<file path="src/rtl/nibble_serializer_pkg.sv">
// Shared types and constants for the nibble serializer.
// The checksum state is only used when NIBBLE_SER_CHKSUM_EN is defined.
package nibble_serializer_pkg;

  localparam int NIB_W  = 4;
  localparam int WORD_W = 32;

  typedef enum logic [1:0] {
    ST_IDLE  = 2'd0,
    ST_SHIFT = 2'd1,
    ST_CHK   = 2'd2
  } state_e;

  // Lengths above the nibble capacity saturate; zero stays zero (word discarded).
  function automatic logic [3:0] clamp_len(input logic [3:0] len, input logic [3:0] max_nib);
    return (len > max_nib) ? max_nib : len;
  endfunction

endpackage

</file>
<file path="src/rtl/nibble_serializer_if.sv">
// Word-in / nibble-out bus of the nibble serializer.
// slave is the serializer's view, master is the upstream/downstream side.
interface nibble_serializer_if #(
  parameter int CNT_W = 16
) ();

  logic             in_valid_i;
  logic             in_ready_o;
  logic [31:0]      in_data_i;
  logic [3:0]       in_len_i;
  logic             fifo_full_i;
  logic             fifo_wr_valid_o;
  logic [3:0]       fifo_wr_data_o;
  logic             busy_o;
  logic [CNT_W-1:0] word_count_o;

  modport slave (
    input  in_valid_i, in_data_i, in_len_i, fifo_full_i,
    output in_ready_o, fifo_wr_valid_o, fifo_wr_data_o, busy_o, word_count_o
  );

  modport master (
    output in_valid_i, in_data_i, in_len_i, fifo_full_i,
    input  in_ready_o, fifo_wr_valid_o, fifo_wr_data_o, busy_o, word_count_o
  );

endinterface

</file>
<file path="src/rtl/nibble_serializer.sv">
// Serializes a 32-bit word into up to MAX_NIB nibbles, LSB nibble first, into a nibble FIFO.
// Defining NIBBLE_SER_CHKSUM_EN appends an XOR checksum nibble after each word's payload.
module nibble_serializer
  import nibble_serializer_pkg::*;
#(
  parameter int CNT_W   = 16,
  parameter int MAX_NIB = 8
) (
  input  logic               wclock,
  input  logic               reset,
  nibble_serializer_if.slave bus
);

  state_e            state_q, state_d;
  logic [WORD_W-1:0] shreg_q, shreg_d;
  logic [3:0]        rem_q, rem_d;
  logic [CNT_W-1:0]  count_q, count_d;
  logic [3:0]        len_clamped;
  logic              wr_valid;
  logic [NIB_W-1:0]  wr_data;
`ifdef NIBBLE_SER_CHKSUM_EN
  logic [NIB_W-1:0]  chk_q, chk_d;
`endif

  assign len_clamped = clamp_len(bus.in_len_i, 4'(MAX_NIB));

  always_ff @(posedge wclock or negedge reset) begin
    if (!reset) begin
      state_q <= ST_IDLE;
      shreg_q <= '0;
      rem_q   <= '0;
      count_q <= '0;
`ifdef NIBBLE_SER_CHKSUM_EN
      chk_q   <= '0;
`endif
    end else begin
      state_q <= state_d;
      shreg_q <= shreg_d;
      rem_q   <= rem_d;
      count_q <= count_d;
`ifdef NIBBLE_SER_CHKSUM_EN
      chk_q   <= chk_d;
`endif
    end
  end

  always_comb begin
    state_d  = state_q;
    shreg_d  = shreg_q;
    rem_d    = rem_q;
    count_d  = count_q;
    wr_valid = 1'b0;
    wr_data  = '0;
`ifdef NIBBLE_SER_CHKSUM_EN
    chk_d    = chk_q;
`endif
    case (state_q)
      ST_IDLE: begin
        // A zero-length word is consumed here without ever leaving IDLE.
        if (bus.in_valid_i && (len_clamped != 4'd0)) begin
          shreg_d = bus.in_data_i;
          rem_d   = len_clamped;
          state_d = ST_SHIFT;
`ifdef NIBBLE_SER_CHKSUM_EN
          chk_d   = '0;
`endif
        end
      end
      ST_SHIFT: begin
        wr_valid = !bus.fifo_full_i;
        wr_data  = shreg_q[NIB_W-1:0];
        if (wr_valid) begin
          shreg_d = shreg_q >> NIB_W;
          rem_d   = rem_q - 4'd1;
`ifdef NIBBLE_SER_CHKSUM_EN
          chk_d   = chk_q ^ wr_data;
          if (rem_q == 4'd1) state_d = ST_CHK;
`else
          if (rem_q == 4'd1) begin
            state_d = ST_IDLE;
            count_d = count_q + 1'b1;
          end
`endif
        end
      end
`ifdef NIBBLE_SER_CHKSUM_EN
      ST_CHK: begin
        // The checksum nibble completes the word, so it is what gets counted.
        wr_valid = !bus.fifo_full_i;
        wr_data  = chk_q;
        if (wr_valid) begin
          state_d = ST_IDLE;
          count_d = count_q + 1'b1;
        end
      end
`endif
      default: state_d = ST_IDLE;
    endcase
  end

  // Gating ready with reset keeps it low while reset is held.
  assign bus.in_ready_o      = reset && (state_q == ST_IDLE);
  assign bus.busy_o          = (state_q != ST_IDLE);
  assign bus.fifo_wr_valid_o = wr_valid;
  assign bus.fifo_wr_data_o  = wr_data;
  assign bus.word_count_o    = count_q;

endmodule

</file>
<file path="src/flat_wrapper.sv">
// flat-port wrapper written by rule: the top's interface ports become plain ports
module nibble_serializer_flat import nibble_serializer_pkg::*;
#(
  parameter int CNT_W   = 16,
  parameter int MAX_NIB = 8
)
  (wclock, reset, bus_in_valid_i, bus_in_data_i, bus_in_len_i, bus_fifo_full_i, bus_in_ready_o, bus_fifo_wr_valid_o, bus_fifo_wr_data_o, bus_busy_o, bus_word_count_o);
  nibble_serializer_if #(.CNT_W(CNT_W)) bus_i ();
  input  logic wclock;
  input  logic reset;
  input wire logic [$bits(bus_i.in_valid_i)-1:0] bus_in_valid_i;
  input wire logic [$bits(bus_i.in_data_i)-1:0] bus_in_data_i;
  input wire logic [$bits(bus_i.in_len_i)-1:0] bus_in_len_i;
  input wire logic [$bits(bus_i.fifo_full_i)-1:0] bus_fifo_full_i;
  output wire logic [$bits(bus_i.in_ready_o)-1:0] bus_in_ready_o;
  output wire logic [$bits(bus_i.fifo_wr_valid_o)-1:0] bus_fifo_wr_valid_o;
  output wire logic [$bits(bus_i.fifo_wr_data_o)-1:0] bus_fifo_wr_data_o;
  output wire logic [$bits(bus_i.busy_o)-1:0] bus_busy_o;
  output wire logic [$bits(bus_i.word_count_o)-1:0] bus_word_count_o;
  assign bus_i.in_valid_i = bus_in_valid_i;
  assign bus_i.in_data_i = bus_in_data_i;
  assign bus_i.in_len_i = bus_in_len_i;
  assign bus_i.fifo_full_i = bus_fifo_full_i;
  assign bus_in_ready_o = bus_i.in_ready_o;
  assign bus_fifo_wr_valid_o = bus_i.fifo_wr_valid_o;
  assign bus_fifo_wr_data_o = bus_i.fifo_wr_data_o;
  assign bus_busy_o = bus_i.busy_o;
  assign bus_word_count_o = bus_i.word_count_o;
  nibble_serializer #(.CNT_W(CNT_W), .MAX_NIB(MAX_NIB)) u_core (.wclock(wclock), .reset(reset), .bus(bus_i));
endmodule
</file>
<file path="config.mk">
export PLATFORM = sky130hd
export DESIGN_NAME = nibble_serializer_flat
export DESIGN_NICKNAME = d
export VERILOG_FILES = /design/src/rtl/nibble_serializer_pkg.sv /design/src/rtl/nibble_serializer_if.sv /design/src/rtl/nibble_serializer.sv /design/src/flat_wrapper.sv
export SDC_FILE = /design/constraint.sdc
export NUM_CORES = 1
export LEC_CHECK = 0
export BUFFER_PORTS_ARGS = -buffer_cell sky130_fd_sc_hd__buf_4
export CAP_MARGIN = 20
export CORE_UTILIZATION = 34
export CTS_BUF_LIST = sky130_fd_sc_hd__clkbuf_16
export DETAILED_ROUTE_END_ITERATION = 8
export GPL_TIMING_DRIVEN = 1
export HOLD_SLACK_MARGIN = 0.03
export PLACE_DENSITY_LB_ADDON = 0.3
export SLEW_MARGIN = 10
export SYNTH_ARGS = -nofsm -noshare
export SYNTH_HDL_FRONTEND = slang
export SYNTH_SLANG_ARGS = --single-unit
</file>
<file path="constraint.sdc">
create_clock -name wclock -period 4.85 [get_ports wclock]
set_input_delay 0.7275 -clock wclock [delete_from_list [all_inputs] [get_ports wclock]]
set_output_delay 0.7275 -clock wclock [all_outputs]
set_load 0.02 [all_outputs]
</file>
### Word level (Yosys, flattened, before mapping)

Index checks and enable logic that the tools add are counted.

* add/subtract/negate cells: 2
* magnitude comparators: 1
* eq/ne operators: 5
* multiplexer cells: 13
* bitwise gates (word level): 1
* reductions and logical operators: 10

Operator list (number)
* 32-bit 2-to-1 mux: 2
* 32-bit case mux with 2 select lines: 1
* 16-bit by 1-bit adder with 16-bit output (second input constant): 1
* 4-bit 2-to-1 mux: 4
* 3-bit AND reduction: 3
* 4-bit case mux with 2 select lines: 1
* 2-bit 2-to-1 mux: 3
* 4-bit by 1-bit equality test with 1-bit output (second input constant): 1
* 4-bit greater-than comparator (second input constant): 1
* 2-bit by 1-bit inequality test with 1-bit output (second input constant): 2
* 2-bit case mux with 2 select lines: 1
* 2-bit nonzero test: 2
* 4-bit nonzero test: 1
* 4-bit by 1-bit subtractor with 4-bit output (second input constant): 1
* 2-bit by 1-bit equality test with 1-bit output (second input constant): 1
* 1-bit logical AND: 2
* 2-bit zero test: 1
* 2-bit inequality test (second input constant): 1
* 1-bit zero test: 1
* 1-bit 2-to-1 mux: 1
* 1-bit NOT: 1

* register bits: 54
* input port bits: 40
* output and inout port bits: 23
* logic and storage cells: 36

### Logic depth before layout (Yosys ltp)

Gate-level depths: netlist of the first run.

* depth in word-level cells: 6
* depth in mapped cells: 6
* mapped depth without buffers: 6

### Worst setup path before layout of the first run

OpenSTA, ideal clock, no wires.

* kind: input port to output port
* start point: in bus_fifo_full_i
* end point: out bus_fifo_wr_valid_o
* arrival: 1.579 ns
* data required time: 4.123 ns
* path slack: 2.544 ns
* cell stages on the path: 4
* path buffers: 3
* cell sequence: clkbuf_1 > buf_2 > buf_2 > nor2_1

* cells in the longest elaborated chain, start to end: 2

Ends and longest elaborated chain
* start, declared: line flat_wrapper.sv:14 `input wire logic [$bits(bus_i.fifo_full_i)-1:0] bus_fifo_full_i;`
* 1-bit zero test: line nibble_serializer.sv:70 `wr_valid = !bus.fifo_full_i;`
* 1-bit 2-to-1 mux: line nibble_serializer.sv:57 `case (state_q)`
* end, declared: line flat_wrapper.sv:16 `output wire logic [$bits(bus_i.fifo_wr_valid_o)-1:0] bus_fifo_wr_valid_o;`

No other way between the ends.

### Worst setup path in the final report of the first run

* start point: in bus_in_len_i[0]
* end point: reg u_core.shreg_q[27]

* cells in the longest elaborated chain, start to end: 6

Ends and longest elaborated chain
* start, declared: line flat_wrapper.sv:13 `input wire logic [$bits(bus_i.in_len_i)-1:0] bus_in_len_i;`
* 4-bit greater-than comparator: line nibble_serializer_pkg.sv:16 `return (len > max_nib) ? max_nib : len;`
* 4-bit 2-to-1 mux *: line nibble_serializer_pkg.sv:16
* 4-bit nonzero test *: line nibble_serializer.sv:60 `if (bus.in_valid_i && (len_clamped != 4'd0)) begin`
* 1-bit logical AND *: line nibble_serializer.sv:60
* 2-bit by 1-bit inequality test with 1-bit output (no line) *
* 3-bit AND reduction (no line) *
* end signal, assigned: line nibble_serializer.sv:38 `shreg_q <= shreg_d;`
* end, declared: line nibble_serializer.sv:15 `logic [WORD_W-1:0] shreg_q, shreg_d;`

Mark *: on every way between the ends. The rest lies on a longest branch, timed or not.
A chain may end at the register's enable or synchronous reset.

==> results of run 1 <==
==> state kept, by name, indices dropped and copies added, names as in the netlist <==
| name | cells |
|---|---|
| u_core.rem_q | 4 |
| u_core.bus.word_count_o | 16 |
| u_core.state_q | 1 |
| u_core.shreg_q | 32 |
==> worst paths after layout <==
path                                             start                           to  slack (ps)  cells past startpoint
hold / removal                                   reset           u_core.shreg_q[27]         470                      1
min in group wclock        u_core.bus.word_count_o[15]  u_core.bus.word_count_o[15]         480                      1
hold reg to reg            u_core.bus.word_count_o[15]  u_core.bus.word_count_o[15]         480                      1
max in group asynchronous                        reset           u_core.shreg_q[31]        3890                      1
setup reg to reg                     u_core.state_q[0]  u_core.bus.word_count_o[15]        2700                      4
setup / recovery                       bus_in_len_i[0]           u_core.shreg_q[27]        2290                      6
==> report_power, final <==
| group | internal (W) | switching [W] | total (W) |
|---|---|---|---|
| Sequential | 0.000565 | 0.000111 | 0.000676 |
| Combinational | 0.000234 | 0.000214 | 0.000448 |
| Clock | 0.000190 | 0.000158 | 0.000348 |
==> through the flow <==
step,std cells,util (%)
final,435,42.7
after global routing,435,42.7
after CTS,435,42.7
after detailed placement,427,41.0
after global placement,427,41.0
after floorplan,277,-
==> metal layers <==
metal  track usage (%)  up-vias
met1              19.3     1055
met3              3.40        7
li1                  -     1095
met4              3.85        0
met5                 0        -
met2              24.0       58
==> cell families after synthesis <==
logic type	count (synthesis)	share of synthesized area [%]
xor gates and xnor gates	17	5.15
AOI/OAI and AO/OA	72	15.6
adders and majority gates	3	1.30
buffers and inverters	24	5.54
muxes	33	11.5
and+or+nand+nor	75	15.0
DFF	53	45.9
==> layout by cell type (no fill, tap or decap), types with 2 or more instances in the layout <==
cell type / count
a211oi_1: 28
a21oi_1: 34
a221oi_1: 3
and2_1: 6
and3_1: 2
buf_4: 64
clkbuf_16: 5
clkinvlp_4: 2
dfrtp_1: 53
ha_1: 3
inv_1: 5
mux2i_1: 32
nand2_1: 9
nand3_1: 9
nand4_1: 3
nor2_1: 5
nor2b_1: 31
nor3_1: 5
o21ai_0: 4
xnor2_1: 12
xor2_1: 5
==> cell type report <==
cell class	instances	area share [%]
clock inverters	3	0.535
flip-flops and latches	53	37.8
repair buffers	64	13.7
inverters	5	0.535
multi-input cells	200	40.2
well taps	105	3.74
clock buffers	5	3.56
==> Yosys cell counts <==
| cell type | instances | share of area (%) |
|---|---|---|
| or3_1 | 1 | 0.22 |
| a21oi_1 | 34 | 5.9 |
| ha_1 | 3 | 1.3 |
| xnor2_1 | 12 | 3.6 |
| inv_1 | 4 | 0.52 |
| nand2_1 | 9 | 1.2 |
| nand3_1 | 9 | 1.6 |
| or3_4 | 1 | 0.39 |
| buf_2 | 4 | 0.69 |
| dfrtp_1 | 53 | 46 |
| buf_6 | 1 | 0.39 |
| xor2_1 | 5 | 1.5 |
| mux2_2 | 1 | 0.39 |
| mux2i_1 | 32 | 11 |
| a221oi_1 | 3 | 0.91 |
| a211oi_1 | 28 | 7.3 |
| clkbuf_1 | 9 | 1.2 |
| buf_12 | 3 | 2.1 |
| nand4_1 | 3 | 0.65 |
| o21ai_0 | 4 | 0.69 |
| o21ai_2 | 1 | 0.30 |
| nor3_1 | 5 | 0.87 |
| clkinv_1 | 1 | 0.13 |
| nor2b_1 | 31 | 6.7 |
| nor2_1 | 5 | 0.65 |
| o22ai_1 | 1 | 0.22 |
| nand3b_1 | 1 | 0.26 |
| nor4_2 | 1 | 0.43 |
| and3_1 | 2 | 0.43 |
| nand4bb_1 | 1 | 0.39 |
| a32oi_1 | 1 | 0.30 |
| and2_1 | 6 | 1.3 |
| dlygate4sd1_1 | 1 | 0.30 |
| buf_4 | 1 | 0.26 |
==> critical path, stage by stage <==
cell and delay [ps]:
buf_4 120, or3_4 400, o21ai_4 740, buf_4 400, mux2i_1 210, a21oi_1 90
==> metrics.csv, run 1 <==
stage,metric,value,unit
outcome,status,"finished, final reports clean",
grt,grt_max_degree,68,
clock_tree,cts_hold_buffers,0,
sta,hold_viol,0,
worst_hold_path,min_path_type,input port to asynchronous set/reset pin,
drt,wl_per_cell,14.5,um
drt,drc_errors,0,
grt,grt_pass1_vias,2139,
synthesis,yosys_warnings,0,
drt,dr.max_layer_used,met4,
drt,vias,2215,
synthesis,synth_nets,320,
clock_tree,cts-root-buf,clkbuf_16,
floorplan,die_area,8870,sq um
power,total_power,0.00147,W
sta,setup_viol,0,
clock_tree,cts_tree,done,
cells_and_area,layout.nets,372,
synthesis,ys_seq_area_share,45.9,%
sta,setup_tns,0,ps
grt,grt.total_usage,14.7,%
sta,finClkSkew,6.47,ps
clock_tree,clockBufferDepth,2,
floorplan,fp.dieW,94.2,um
power,p_leak,1.64,nW
cells_and_area,area_growth_syn_to_layout,21.5,%
sta,slew_headroom,36.2,%
floorplan,ioPinCount,63,
grt,grt_remaining_overflow,0,
cells_and_area,antenna_cells,0,
worst_setup_path,critPathKind,input port to flip-flop,
clock_tree,clk_pin_slew_worst_paths,70,ps
worst_setup_path,endpoint_kind,flip-flop,
drt,met3_length,325,um
clock_tree,cts_resized,0,
sta,fin_crit,2560,ps
synthesis,synth-seq-cells,53,
drt,drt_first_pass_iters,5,
grt,grt_pass1_wl,10300,um
cells_and_area,stdcell_area,3510,sq um
sta,max_freq,0.391,GHz
sta,period_share,52.7,%
drt,ant_nets,0,
worst_setup_path,cp.arrival,2690,ps
floorplan,die_y,94.2,um
cells_and_area,nFillCells,794,
clock_tree,clock_latency,290,ps
power,max-vdd-ir-drop,176,uV
place,hpwl,4110,um
drt,drt-met1-wl,3000,um
clock_tree,cts_setup_buffers,0,
cells_and_area,multiInputGateArea,1410,sq um
drt,wl_met2,2890,um
cells_and_area,ff_latch_area,1330,sq um
drt,routed_wl,6290,um
floorplan,core-area,8220,sq um
clock_tree,htreeDepth,2,
flow_run,cap_viol_max_count,0,
floorplan,initial_core_util,35.2,%
floorplan,row_count,33,
sta,slew_violations,0,
power,power_density,419,nW/um^2
synthesis,synth_cells,277,
drt,drtIter0Drc,59,
grt,antenna_found_initial,0,
worst_setup_path,worstPathRequired,4990,ps
sta,grt_setup_unrepaired,false,
synthesis,synth.distinct_cells,34,
sta,holdWs,473,ps
clock_tree,cts_sinks,53,
sta,worstMarginPinSlew,953,ps
place,io_buffers,62,
clock_tree,cts_inserted_buffers,5,
sta,setup_ws,2290,ps
synthesis,syn_area_per_cell,10.4,sq um
place,dpl_cell_area,3370,sq um
worst_setup_path,worstSetupStartpointType,input port,
worst_setup_path,cp_max_fo,23,
place,place_congestion,0.750,
place,dpl_worst_slack,1940,ps
synthesis,syn-cell-area,2890,sq um
cells_and_area,final_layout_size_suffix_gt1_share,22.7,%
drt,vias_per_cell,5.09,
(Power assumes the default switching activity.)
==> run 2, diff against run 1 <==
Clock period 4.85 ns to 2.23 ns, I/O delays scaled along.
==> run 2 against run 1 <==
Worst setup slack worse by 1800 ps. Sequential power is 110% higher. First-iteration DRC count is 31% higher. Final area is 1.2% higher. Combinational power is 120% higher. Highest routed layer unchanged. Sequential share of layout area is 0.44 points lower. Final cell count is 0.92% higher. Clock-buffer cell count stayed put. Die area stayed put. Total power is 120% higher. Largest cell class unchanged. Global-route usage is 0.42 points higher.
==> metrics.csv, run 2 (same netlist as run 1, synthesis figures left out) <==
stage,metric,value,unit,change
sta,finClkSkew,3.25,ps,-3.22 ps
sta,max_freq,0.560,GHz,
drt,vias,2221,,+0.27%
cells_and_area,regMostFlops,u_core.shreg_q,,
cells_and_area,final_layout_size_suffix_gt1_share,23.7,%,+0.93 points
clock_tree,clockBufferDepth,2,,unchanged
sta,worstMarginPinSlew,692,ps,-261 ps
clock_tree,cts_tree,done,,
floorplan,initial_core_util,35.2,%,unchanged
worst_setup_path,cp_top_family,simple AND/OR/NAND/NOR gates,,
clock_tree,cts_resized,0,,unchanged
grt,antenna_found_initial,0,,unchanged
place,place_congestion,0.766,,+2.2%
place,hpwl,4100,um,-0.31%
worst_setup_path,critPathBufInv,1,,-1
cells_and_area,area_growth_syn_to_layout,23.0,%,
worst_setup_path,endpoint_kind,flip-flop,,
grt,grt_remaining_overflow,0,,unchanged
sta,slew_headroom,53.8,%,+18 points
drt,drtIter0Drc,77,,+31%
worst_setup_path,critPathKind,flip-flop to flip-flop,,
flow_run,cap_viol_max_count,0,,unchanged
grt,grt_pass1_wl,10500,um,+2.0%
worst_setup_path,cp.arrival,1960,ps,-730 ps
floorplan,core-area,8220,sq um,unchanged
clock_tree,cts_hold_buffers,0,,unchanged
power,power_density,907,nW/um^2,+120%
worst_setup_path,r2r_end,u_core.bus.word_count_o[1],,
cells_and_area,final_common_cell,buf_4,,
drt,drc_errors,0,,unchanged
worst_setup_path,r2r_setup_slack,450,ps,-2250 ps
worst_setup_path,cpMaxStageDelayCell,dfrtp_1,,
cells_and_area,layout.nets,376,,+1.1%
sta,fin_crit,1780,ps,
sta,grt_setup_unrepaired,false,,
outcome,status,"finished, final reports clean",,
worst_setup_path,cp_max_fo,5,,-78%
clock_tree,cts_inserted_buffers,5,,unchanged
drt,ant_nets,0,,unchanged
clock_tree,cts_setup_buffers,0,,unchanged
cells_and_area,largest_register_ff_count,32,,unchanged
power,total_power,0.00322,W,+120%
worst_hold_path,min_path_type,input port to asynchronous set/reset pin,,
floorplan,row_count,33,,unchanged
clock_tree,htreeDepth,2,,unchanged
cells_and_area,most-common-layout-cells,"67 x buf_4, 53 x dfrtp_1, 34 x a21oi_1",,
drt,wl_per_cell,14.2,um,-1.7%
power,max-vdd-ir-drop,331,uV,+88%
worst_setup_path,regToRegStartpoint,u_core.rem_q[1],,
grt,grt_max_degree,67,,-1.5%
drt,routed_wl,6240,um,-0.75%
floorplan,fp.dieW,94.2,um,unchanged
place,io_buffers,62,,unchanged
sta,setup_tns,0,ps,unchanged
grt,grt_pass1_vias,2148,,+0.42%
floorplan,ioPinCount,63,,unchanged
floorplan,die_area,8870,sq um,unchanged
sta,period_share,80.0,%,
worst_setup_path,worstPathRequired,2410,ps,-2580 ps
power,p_leak,1.67,nW,+2.0%
cells_and_area,antenna_cells,0,,unchanged
floorplan,die_y,94.2,um,unchanged
drt,drt_first_pass_iters,4,,-1
worst_setup_path,reg2reg_depth,5,,+1
worst_setup_path,crit_chain,"inv_1, ha_1, nand4bb_1, nor2_1, mux2_2",,
clock_tree,cts-root-buf,clkbuf_16,,
grt,grt.total_usage,15.1,%,+0.42 points
worst_setup_path,worstSetupStartpointType,flip-flop,,
sta,hold_viol,0,,unchanged
sta,setup_viol,0,,unchanged
worst_setup_path,critPathMaxStageDelay,410,ps,-330 ps
clock_tree,clk_pin_slew_worst_paths,70,ps,about the same
clock_tree,cts_sinks,53,,unchanged
drt,vias_per_cell,5.06,,-0.64%
clock_tree,clock_latency,290,ps,about the same
sta,slew_violations,0,,unchanged
## run 2: cell types whose count changed in the layout (fill, tap and decap cells not counted)
cell | before | now
buf_12 | 0 | 1
buf_4 | 64 | 67
clkinv_2 | 0 | 1
clkinvlp_4 | 2 | 0
inv_6 | 0 | 1
## run 2: worst reg2reg max path, cell delays in order (launching register included)
cell and delay (ps):
dfrtp_1 410, inv_1 90, ha_1 140, nand4bb_1 260
nor2_1 390, mux2_2 380
## run 2: metrics by stage
step / utilization [%] / instance area [sq um] / instances / setup WS, ps / hold WS, ps
3_3_place_gp: 41.5 / 3410 / 431 / 523 / 490
5_1_grt: 43.2 / 3550 / 439 / 342 / 254
3_5_place_dp: 41.5 / 3410 / 431 / 462 / 491
4_1_cts: 43.2 / 3550 / 439 / 442 / 224
2_1_floorplan: - / 2890 / 277 / 629 / 38.9
6_report: 43.2 / 3550 / 439 / 445 / 192
## run 2: worst max path at each step
stage / startpoint / endpoint / slack (ps) / cells after the start
after global placement: bus_in_len_i[0] / u_core.shreg_q[7] / 520 / 6
after CTS: u_core.state_q[0] / bus_fifo_wr_valid_o / 440 / 4
after floorplan: u_core.state_q[0] / bus_fifo_wr_data_o[0] / 630 / 3
after global routing: u_core.rem_q[1] / u_core.bus.word_count_o[15] / 340 / 6
after detailed placement: u_core.rem_q[1] / u_core.bus.word_count_o[1] / 460 / 5
final: u_core.rem_q[1] / u_core.bus.word_count_o[1] / 450 / 5
## run 2: layer usage
layer	vias up	track usage (%)	wire length, um
met5	-	0	0
met4	0	3.46	34
met2	40	23.5	2900
li1	1100	-	-
met1	1079	21.2	3080
met3	2	3.16	233
## run 2: where the power goes
part	leakage (nW)	switching [W]	total [W]	internal, W
sequential	0.705	0.000224	0.00145	0.00123
combinational	0.889	0.000481	0.000999	0.000518
clock	0.0754	0.000356	0.000771	0.000415
total	1.67	0.00106	0.00322	0.00216
## run 2: area by class of cell
cell class | count | area, sq um
fillers | 791 | 4660
flip-flops and latches | 53 | 1330
clock buffers | 5 | 125
clock inverters | 3 | 17.5
inverters | 5 | 18.8
multi-input cells | 200 | 1410
repair buffers | 68 | 523
well taps | 105 | 131
